<file path="src/rtl/fill_ar_arbiter_pkg.sv">
// Shared types and helpers for the fill-read AR arbiter.
// The ID helpers work on a fixed 32-bit container. Callers cast the
// arguments in and the result back to their own widths.
package fill_ar_arbiter_pkg;

    typedef enum logic {
        S_IDLE  = 1'b0,
        S_ISSUE = 1'b1
    } state_e;

    localparam int DEF_MAX_OUTST = 8;
    localparam int OUTST_DBG_W   = 4;
    localparam int ID_FN_W       = 32;

    // Low src_w bits of an ID carry the requester index; the rest is the fixed base.
    function automatic logic [ID_FN_W-1:0] id_src_mask(input int src_w);
        return (ID_FN_W'(1) << src_w) - ID_FN_W'(1);
    endfunction

    function automatic logic [ID_FN_W-1:0] arid_compose(
        input logic [ID_FN_W-1:0] base,
        input logic [ID_FN_W-1:0] src,
        input int                 src_w
    );
        logic [ID_FN_W-1:0] mask;
        mask = id_src_mask(src_w);
        return (base & ~mask) | (src & mask);
    endfunction

    function automatic logic rid_base_match(
        input logic [ID_FN_W-1:0] rid,
        input logic [ID_FN_W-1:0] base,
        input int                 src_w
    );
        return (rid >> src_w) == (base >> src_w);
    endfunction

    function automatic logic [ID_FN_W-1:0] rid_src(
        input logic [ID_FN_W-1:0] rid,
        input int                 src_w
    );
        return rid & id_src_mask(src_w);
    endfunction

endpackage

</file>
<file path="src/rtl/fill_ar_arbiter_rr_arbiter.sv">
// Round-robin picker: the first eligible source at or after the pointer, wrapping.
// The grant is one-hot. The source count is a power of two, so the index wraps naturally.
module rr_arbiter #(
    parameter int NUM_SRC = 2,
    parameter int SRC_W   = $clog2(NUM_SRC)
) (
    input  logic [NUM_SRC-1:0] i_elig,
    input  logic [SRC_W-1:0]   i_ptr,
    output logic [NUM_SRC-1:0] o_gnt,
    output logic [SRC_W-1:0]   o_gnt_idx,
    output logic               o_any_gnt
);

    // Scan the sources starting at the pointer and grant the first eligible one.
    always_comb begin
        logic [SRC_W-1:0] v_idx;
        o_gnt     = '0;
        o_gnt_idx = '0;
        o_any_gnt = 1'b0;
        v_idx     = '0;
        for (int k = 0; k < NUM_SRC; k++) begin
            v_idx = i_ptr + SRC_W'(k);
            if (!o_any_gnt && i_elig[v_idx]) begin
                o_any_gnt    = 1'b1;
                o_gnt_idx    = v_idx;
                o_gnt[v_idx] = 1'b1;
            end
        end
    end

endmodule

</file>
<file path="src/rtl/fill_ar_arbiter.sv">
// Arbitrates the fill-read requesters onto a single AXI AR channel.
// Each source has a credit limit on reads in flight. Credits are returned
// by snooping the last beat of each R burst.
//
// state   | meaning
// --------+-----------------------------------------------------------
// S_IDLE  | no AR held; a round-robin pick among eligible sources is accepted
// S_ISSUE | AR beat held stable with arvalid_o=1 until arready_i
module fill_ar_arbiter
    import fill_ar_arbiter_pkg::*;
#(
    parameter int                  NUM_SRC    = 2,
    parameter int                  SRC_W      = $clog2(NUM_SRC),
    parameter int                  ADDR_WIDTH = 32,
    parameter int                  ID_WIDTH   = 4,
    parameter logic [ID_WIDTH-1:0] ID_BASE    = ID_WIDTH'('hA),
    parameter int                  TID_WIDTH  = 8,
    parameter int                  MAX_OUTST  = DEF_MAX_OUTST
) (
    input  logic                            clk,
    input  logic                            rst_n,
    input  logic [NUM_SRC-1:0]              req_valid_i,
    input  logic [NUM_SRC*ADDR_WIDTH-1:0]   req_addr_i,
    input  logic [NUM_SRC*TID_WIDTH-1:0]    req_tid_i,
    output logic [NUM_SRC-1:0]              req_ready_o,
    output logic [ID_WIDTH-1:0]             arid_o,
    output logic [ADDR_WIDTH-1:0]           araddr_o,
    output logic [TID_WIDTH-1:0]            artid_o,
    output logic                            arvalid_o,
    input  logic                            arready_i,
    input  logic [ID_WIDTH-1:0]             rid_i,
    input  logic                            rvalid_i,
    input  logic                            rready_i,
    input  logic                            rlast_i,
    output logic [NUM_SRC*OUTST_DBG_W-1:0]  outst_o
);

    localparam int               CNT_W   = $clog2(MAX_OUTST + 1);
    localparam logic [CNT_W-1:0] CNT_MAX = CNT_W'(MAX_OUTST);
    localparam logic [31:0]      BASE32  = 32'(ID_BASE);

    state_e                  r_state;
    state_e                  w_state_nxt;
    logic [SRC_W-1:0]        r_ptr;
    logic [SRC_W-1:0]        r_src;
    logic [ADDR_WIDTH-1:0]   r_addr;
    logic [TID_WIDTH-1:0]    r_tid;
    logic [CNT_W-1:0]        r_cnt [NUM_SRC];

    logic [NUM_SRC-1:0]      w_elig;
    logic [NUM_SRC-1:0]      w_gnt;
    logic [SRC_W-1:0]        w_gnt_idx;
    logic                    w_any_gnt;
    logic                    w_accept;
    logic                    w_r_fire;
    logic [SRC_W-1:0]        w_r_src;
    logic [NUM_SRC-1:0]      w_inc;
    logic [NUM_SRC-1:0]      w_dec;
    logic                    w_dec_underflow;

    // A source may compete only while it has credit left. This also covers the beat still being held.
    always_comb begin
        w_elig = '0;
        for (int i = 0; i < NUM_SRC; i++) begin
            w_elig[i] = req_valid_i[i] && (r_cnt[i] < CNT_MAX);
        end
    end

    rr_arbiter #(
        .NUM_SRC (NUM_SRC),
        .SRC_W   (SRC_W)
    ) u_rr (
        .i_elig    (w_elig),
        .i_ptr     (r_ptr),
        .o_gnt     (w_gnt),
        .o_gnt_idx (w_gnt_idx),
        .o_any_gnt (w_any_gnt)
    );

    // Decode the R last-beat snoop. Beats whose ID belongs to another master are ignored.
    always_comb begin
        w_r_fire = rvalid_i && rready_i && rlast_i &&
                   rid_base_match(32'(rid_i), BASE32, SRC_W);
        w_r_src  = SRC_W'(rid_src(32'(rid_i), SRC_W));
    end

    // Next-state and handshake outputs. A request is accepted only while no AR is held.
    always_comb begin
        w_state_nxt = r_state;
        w_accept    = 1'b0;
        req_ready_o = '0;
        arvalid_o   = 1'b0;
        case (r_state)
            S_IDLE: begin
                req_ready_o = w_gnt;
                if (w_any_gnt) begin
                    w_accept    = 1'b1;
                    w_state_nxt = S_ISSUE;
                end
            end
            S_ISSUE: begin
                arvalid_o = 1'b1;
                if (arready_i) begin
                    w_state_nxt = S_IDLE;
                end
            end
            default: w_state_nxt = S_IDLE;
        endcase
    end

    // State register. Reset drops any AR that is being held.
    always_ff @(posedge clk) begin
        if (!rst_n) begin
            r_state <= S_IDLE;
        end else begin
            r_state <= w_state_nxt;
        end
    end

    // AR holding register and round-robin pointer, loaded on accept.
    always_ff @(posedge clk) begin
        if (!rst_n) begin
            r_ptr  <= '0;
            r_src  <= '0;
            r_addr <= '0;
            r_tid  <= '0;
        end else if (w_accept) begin
            r_ptr  <= w_gnt_idx + SRC_W'(1);
            r_src  <= w_gnt_idx;
            r_addr <= req_addr_i[w_gnt_idx*ADDR_WIDTH +: ADDR_WIDTH];
            r_tid  <= req_tid_i[w_gnt_idx*TID_WIDTH +: TID_WIDTH];
        end
    end

    // Per-source credit events. A decrement at zero is dropped so the counter saturates.
    always_comb begin
        w_inc = '0;
        w_dec = '0;
        for (int i = 0; i < NUM_SRC; i++) begin
            w_inc[i] = w_accept && (w_gnt_idx == SRC_W'(i));
            w_dec[i] = w_r_fire && (w_r_src == SRC_W'(i)) && (r_cnt[i] != '0);
        end
        w_dec_underflow = w_r_fire && (r_cnt[w_r_src] == '0);
    end

    // Credit counters. A take and a return on the same source in one cycle cancel out.
    always_ff @(posedge clk) begin
        if (!rst_n) begin
            for (int i = 0; i < NUM_SRC; i++) begin
                r_cnt[i] <= '0;
            end
        end else begin
            for (int i = 0; i < NUM_SRC; i++) begin
                if (w_inc[i] && !w_dec[i]) begin
                    r_cnt[i] <= r_cnt[i] + CNT_W'(1);
                end else if (w_dec[i] && !w_inc[i]) begin
                    r_cnt[i] <= r_cnt[i] - CNT_W'(1);
                end
            end
        end
    end

    // A returned last beat with no read outstanding points to a broken requester or slave.
    credit_underflow: assert property (@(posedge clk) disable iff (!rst_n) !w_dec_underflow);

    assign arid_o   = ID_WIDTH'(arid_compose(BASE32, 32'(r_src), SRC_W));
    assign araddr_o = r_addr;
    assign artid_o  = r_tid;

    for (genvar g = 0; g < NUM_SRC; g++) begin : g_outst
        assign outst_o[g*OUTST_DBG_W +: OUTST_DBG_W] = OUTST_DBG_W'(r_cnt[g]);
    end

endmodule
</file>
<file path="config.mk">
export PLATFORM = sky130hd
export DESIGN_NAME = fill_ar_arbiter
export DESIGN_NICKNAME = d
export VERILOG_FILES = /design/src/rtl/fill_ar_arbiter_pkg.sv /design/src/rtl/fill_ar_arbiter_rr_arbiter.sv /design/src/rtl/fill_ar_arbiter.sv
export SDC_FILE = /design/constraint.sdc
export NUM_CORES = 1
export LEC_CHECK = 0
export ABC_AREA = 1
export CORE_MARGIN = 2
export CORE_UTILIZATION = 40
export DETAILED_ROUTE_END_ITERATION = 12
export PLACE_DENSITY = 0.89
export SLEW_MARGIN = 20
export SYNTH_ARGS = -nofsm -noshare
export SYNTH_HDL_FRONTEND = slang
export SYNTH_SLANG_ARGS = --single-unit
</file>
<file path="constraint.sdc">
create_clock -name clk -period 4.6 [get_ports clk]
set_input_delay 0.92 -clock clk [delete_from_list [all_inputs] [get_ports clk]]
set_output_delay 0.92 -clock clk [all_outputs]
set_load 0.02 [all_outputs]
</file>
; ---- Word level (Yosys, flattened, before mapping)
; Memories as Yosys holds them, arrays and structs flattened.
; Cells that the tools add are included.
[totals]
reg_bits = 43
ramBits = 8
input_bits = 92
output_inout_bits = 55
wordCells = 93
n_memories = 1
[op_classes]
n_addsub = 6
order_cmp = 6
eq_ne = 1
shifts = 2
muxes = 39
bitwise = 8
reduce_logical = 25
[mem_list]
columns = memory, words, word_bits, read_ports, rd_ports_with_merged_regs, wr, line
row1 = r_cnt, 2, 4, 2, 0, 2, fill_ar_arbiter.sv:48  ; logic [CNT_W-1:0] r_cnt [NUM_SRC];
[ops]
columns = operator, n
row1 = $shiftx A64 B7 Y32, 1
row2 = $mux W1, 29
row3 = $logic_and A1 B1 Y1, 18
row4 = $mux W4, 4
row5 = $shiftx A16 B5 Y8, 1
row6 = $add A4 B1 Y4 const B, 2
row7 = $lt A4 B4 Y1 const B, 2
row8 = $reduce_bool A4 Y1, 2
row9 = $sub A4 B1 Y4 const B, 2
row10 = $mux W2, 3
row11 = $logic_not A1 Y1, 5
row12 = $lt A1 B2 Y1 const B, 2
row13 = $or A1 B1 Y1, 4
row14 = $eq A3 B3 Y1 const B, 1
row15 = $not A1 Y1, 3
row16 = $add A1 B1 Y1 const B, 2
row17 = $demux W1 S1, 2
row18 = $ge A1 B1 Y1 const B, 2
row19 = $or A2 B2 Y2, 1
row20 = $pmux W1 S2, 1

; ---- Logic depth before layout (Yosys ltp)
; An unclocked memory read counts as a cell.
[logic_depth]
ltp_word = 19
mapped_depth = 16
ltp_nobuf = 16

; ---- Cells and area by module
; From an unflattened synthesis, not the netlist that was laid out.
[unflattened]
cells_unflattened = 351
area_unflattened_um2 = 2571.2
[modules_own_cells]
columns = module, n_inst, cells_per_inst, area_per_inst_um2, seq_area_each_um2
row1 = fill_ar_arbiter, 1, 337, 2516.2, 1101.1
row2 = rr_arbiter, 1, 14, 55.1, 0.0

; ---- Worst setup path before layout
; OpenSTA, ideal clock, no wires.
[synth_timing]
path_kind = input -> register
from = in rst_n
to = mem r_cnt[0][3] (netlist name), data pin
setup_ps = 250
arrival_time_ps = 2276
required_time_ps = 4350
setup_slack_ps = 2073
stages = 14
path_buffers = 1
cell_sequence = buf_2 inv_2 a21oi_1 nand2_1 inv_1 ha_1 a21oi_1 nand2_1 nand2_1 nand2_1 nand2_1 nand2_1 nand2_1 inv_1
[synth_lines]
columns = element, line
row1 = "start, declared", fill_ar_arbiter.sv:21  ; input logic rst_n,
row2 = "end, declared", fill_ar_arbiter.sv:48

; ---- Worst setup path in the final report
[layout_timing]
from = in req_valid_i[1]
to = out req_ready_o[1]
[layout_between]
elab_chain_len = 8
elab_cells_between_ends = 12
classes_between = mux: 8 / bitwise: 1 / reduce/logical: 3
[layout_rtl]
columns = element, line
row1 = "start, declared", fill_ar_arbiter.sv:22  ; input logic [NUM_SRC-1:0] req_valid_i,
row2 = $logic_and A1 B1 Y1 *, fill_ar_arbiter.sv:65  ; w_elig[i] = req_valid_i[i] && (r_cnt[i] < CNT_MAX);
row3 = $mux W1 (implied by the code) (2 in a row), fill_ar_arbiter_rr_arbiter.sv:23  ; if (!o_any_gnt && i_elig[v_idx]) begin
row4 = $mux W1, fill_ar_arbiter_rr_arbiter.sv:23
row5 = $logic_not A1 Y1, fill_ar_arbiter_rr_arbiter.sv:23
row6 = $logic_and A1 B1 Y1, fill_ar_arbiter_rr_arbiter.sv:23
row7 = $mux W2 *, fill_ar_arbiter_rr_arbiter.sv:23
row8 = $mux W2 *, fill_ar_arbiter.sv:93  ; case (r_state)
row9 = "end, declared", fill_ar_arbiter.sv:25  ; output logic [NUM_SRC-1:0] req_ready_o,
; Mark *: on every way between the ends. The rest lies on a longest branch, timed or not. The select of a mux whose other input is x is not followed.

==> results by group <==
Status
  – Status: finished, final reports clean

Clocking
  – Worst skew pair latency: 0.30 ns
  – Gates resized, CTS repair: 0
  – CTS clk-pin slew, worst paths: 0.10 ns
  – Clock Path Buffers: 2
  – H-tree depth: 2
  – Inserted Clock Buffers: 5
  – Post CTS Setup Buffer Count: 0
  – CTS Sinks: 51
  – Cts hold-fix bufs: 0
  – CTS Root Cell: clkbuf_8
  – CTS tree: done

Route
  – Final wirelength: 7170 um
  – Total number of vias: 2736
  – DR DRC count: 0
  – Detail Route Antenna Nets: 0
  – DR iter-0 viols: 111
  – Routed wire length per instance: 13.0 um
  – First-pass DRT Iterations: 4
  – Via density: 4.95

GRT
  – Remaining Overflow, GRT: 0
  – Largest net degree at the start of global routing: 44
  – First-pass GRT wire length: 11800 um
  – Global-route usage over all layers: 0.205
  – Antenna violations before repair: 0
  – Vias in the first global route: 2649

Placement
  – Gpl congestion: 0.820
  – IO Port Bufs: 143
  – Detailed Place HPWL: 5450 um

Min path
  – Hold Path Class: register to register
  – Hold_sp: r_src$_SDFFE_PN0N_
  – Hold EP: r_src$_SDFFE_PN0N_
  – Hold path cells: 2

Floorplanning
  – Total die area: 6900 um^2
  – Core Area: 5990 um^2
  – Initial core utilization: 0.418
  – Cell Rows: 28
  – Die X: 83.1 um
  – Die span in y: 83.1 um
  – IO Pins: 147

Final layout
  – Final #Nets: 574
  – Fill count: 482
  – Ant. Diodes: 0
  – Synth-to-layout area growth: 60.3%
  – Fin util: 0.669
  – Share of cells above drive strength 1: 0.0544

Synthesis
  – Synthesized cell area: 2500 um^2
  – Post-synth top area cell: dfxtp_1
  – Seq/Total Area, Yosys: 0.440
  – Syn Area/Cell: 7.23 um^2
  – Synth top area share: 0.344
  – Synth cell types: 24
  – Yosys warns: 0
  – Synth area leaders: dfxtp_1 34%, nand2_1 20%, nand3_1 11%, edfxtp_1 9.6%, a31oi_1 4.3%
  – Cells after Synth: 346
  – #FFs+latches synth: 51

Setup path
  – R2R cell count: 15
  – CP Launch Point: req_valid_i[1]
  – WP data arrival: 2.73 ns
  – Slowest-stage cell, CP: clkdlybuf4s50_1
  – CP Cell Sequence: clkdlybuf4s50_1, nand2_2, nor2_4, nand2_4, inv_2, clkdlybuf4s50_1
  – R2r endpoint: r_cnt[0][3]$_SDFFCE_PN0P_
  – CP max FO: 22
  – Worst flop-to-flop path startpoint: r_cnt[0][3]$_SDFFCE_PN0P_
  – Most used cell, CP: clkdlybuf4s50_1
  – R2R setup slack: 2.22 ns
  – CP Capture Type: primary output
  – CP peak stage delay: 0.68 ns
  – Setup crit start kind: input port
  – Critical Path RT: 3.68 ns
  – Crit path kind: input port to primary output

STA
  – Sum of negative setup slack: 0 ns
  – Clock skew: 0.00667 ns
  – RSZ-0062 raised after global routing: false
  – Max-slew violations: 0
  – Setup Viol. Count Final: 0
  – Slew margin rel.: 0.381
  – Fin. Hold Viols: 0
  – Period minus WS final: 3.65 ns
  – Max Freq: 0.274 GHz
  – Worst Max-Slew Pin Slew: 0.927 ns
  – Final Cycle Share: 0.793

Pwr
  – Sequential Power Share: 0.456
  – PwrDens: 288 nW/um^2
  – Sw Pwr: 366 uW
  – Sw Share: 0.316
  – Clk pwr share: 0.236
  – Worst vdd ir: 0.160 mV
  – Combinational Power Share: 0.309
  – P_int: 790 uW
  – Lkg Pwr: 1.67 nW

Job
  – Max-Cap Viols: 0
layer usage:
layer	vias up	wire, um	global-route usage
li1	1357	-	-
met1	1244	2790	0.222
met2	123	3610	0.376
met3	12	670	0.0716
met4	0	96	0.0551
met5	-	0	0
worst max-delay path by stage:
stage                                 to  cells past startpoint
4_1_cts                   req_ready_o[1]                      6
3_3_place_gp              req_ready_o[0]                      6
3_5_place_dp              req_ready_o[1]                      6
6_report                  req_ready_o[1]                      6
2_1_floorplan  r_cnt[0][3]$_SDFFCE_PN0P_                     14
5_1_grt                   req_ready_o[1]                      6
layout by cell type, fill, tap and decap left out:
cell type / Yosys / layout
inv_1: 20 / 20
clkinv_4: 0 / 1
ha_1: 4 / 4
nand3_1: 53 / 53
fa_1: 1 / 1
inv_6: 0 / 2
dfxtp_1: 43 / 43
buf_4: 9 / 1
nor3_1: 2 / 2
clkdlybuf4s50_1: 0 / 143
inv_2: 5 / 5
xnor2_1: 2 / 2
a31oi_1: 17 / 17
nor2_2: 4 / 4
nand3_2: 1 / 1
o21ai_0: 1 / 1
xor2_1: 3 / 3
nand2_2: 3 / 3
nor2_4: 3 / 3
nor2_1: 11 / 11
nand2_1: 136 / 136
nand2_4: 1 / 1
edfxtp_1: 8 / 8
clkbuf_8: 0 / 5
a21oi_1: 5 / 5
conb_1: 2 / 3
worst max-delay path, delay by kind of cell:
| kind | cells | cell delay (ns) |
|---|---|---|
| simple gates | 3 | 0.31 |
| buf+inv | 3 | 1.50 |
flip-flops by register name, summed over array words and instances (netlist names):
register	count
r_ptr	1
r_src	1
araddr_o	32
artid_o	8
r_state	1
r_cnt	8
Yosys cell counts:
cell type and count:
a21oi_1 5, a31oi_1 17, buf_2 8, buf_4 9, clkbuf_1 4, conb_1 2, dfxtp_1 43, edfxtp_1 8
fa_1 1, ha_1 4, inv_1 20, inv_2 5, nand2_1 136, nand2_2 3, nand2_4 1, nand3_1 53
nand3_2 1, nor2_1 11, nor2_2 4, nor2_4 3, nor3_1 2, o21ai_0 1, xnor2_1 2, xor2_1 3
through the flow:
stage / power [mW] / setup WS, ns / hold slack [ns] / cell area, um^2 / instances
after global placement: 0.886 / 1.02 / 0.471 / 3920 / 545
after global routing: 1.22 / 0.872 / 0.522 / 4010 / 553
after floorplan: 0.711 / 2.07 / 0.440 / 2500 / 347
after detailed placement: 0.894 / 0.980 / 0.469 / 3920 / 545
after CTS: 1.17 / 0.965 / 0.484 / 4010 / 553
final: 1.16 / 0.952 / 0.489 / 4010 / 553
power groups by stage:
stage          sequential [mW]  combinational [mW]  clock, mW
6_report                 0.527               0.357      0.272
5_1_grt                  0.533               0.386      0.299
4_1_cts                  0.527               0.359      0.281
3_5_place_dp             0.537               0.357          0
3_3_place_gp             0.535               0.351          0
2_1_floorplan            0.583               0.128          0
layout make-up:
| cell class | instances | area (um^2) | share of cell area |
|---|---|---|---|
| Sequential cell | 51 | 1100 | 0.275 |
| Multi-Input combinational cell | 250 | 1190 | 0.296 |
| Inverter | 25 | 93.8 | 0.0234 |
| Tap cell | 75 | 93.8 | 0.0234 |
| Clock buffer | 5 | 68.8 | 0.0172 |
| Clock inverter | 3 | 26.3 | 0.00655 |
| Timing Repair Buffer | 144 | 1440 | 0.359 |
cells by family (layout without fill, tap and decap cells):
group,after synthesis,count (layout),share of synthesized area
xor+xnor,5,5,0.0175
other cells,2,3,0.00300
buf+inv,46,177,0.0865
compound gates,23,23,0.0545
flops,51,51,0.440
fa+ha+maj,5,5,0.0280
simple gates,214,214,0.370
Power figures use the tool's default switching activity.
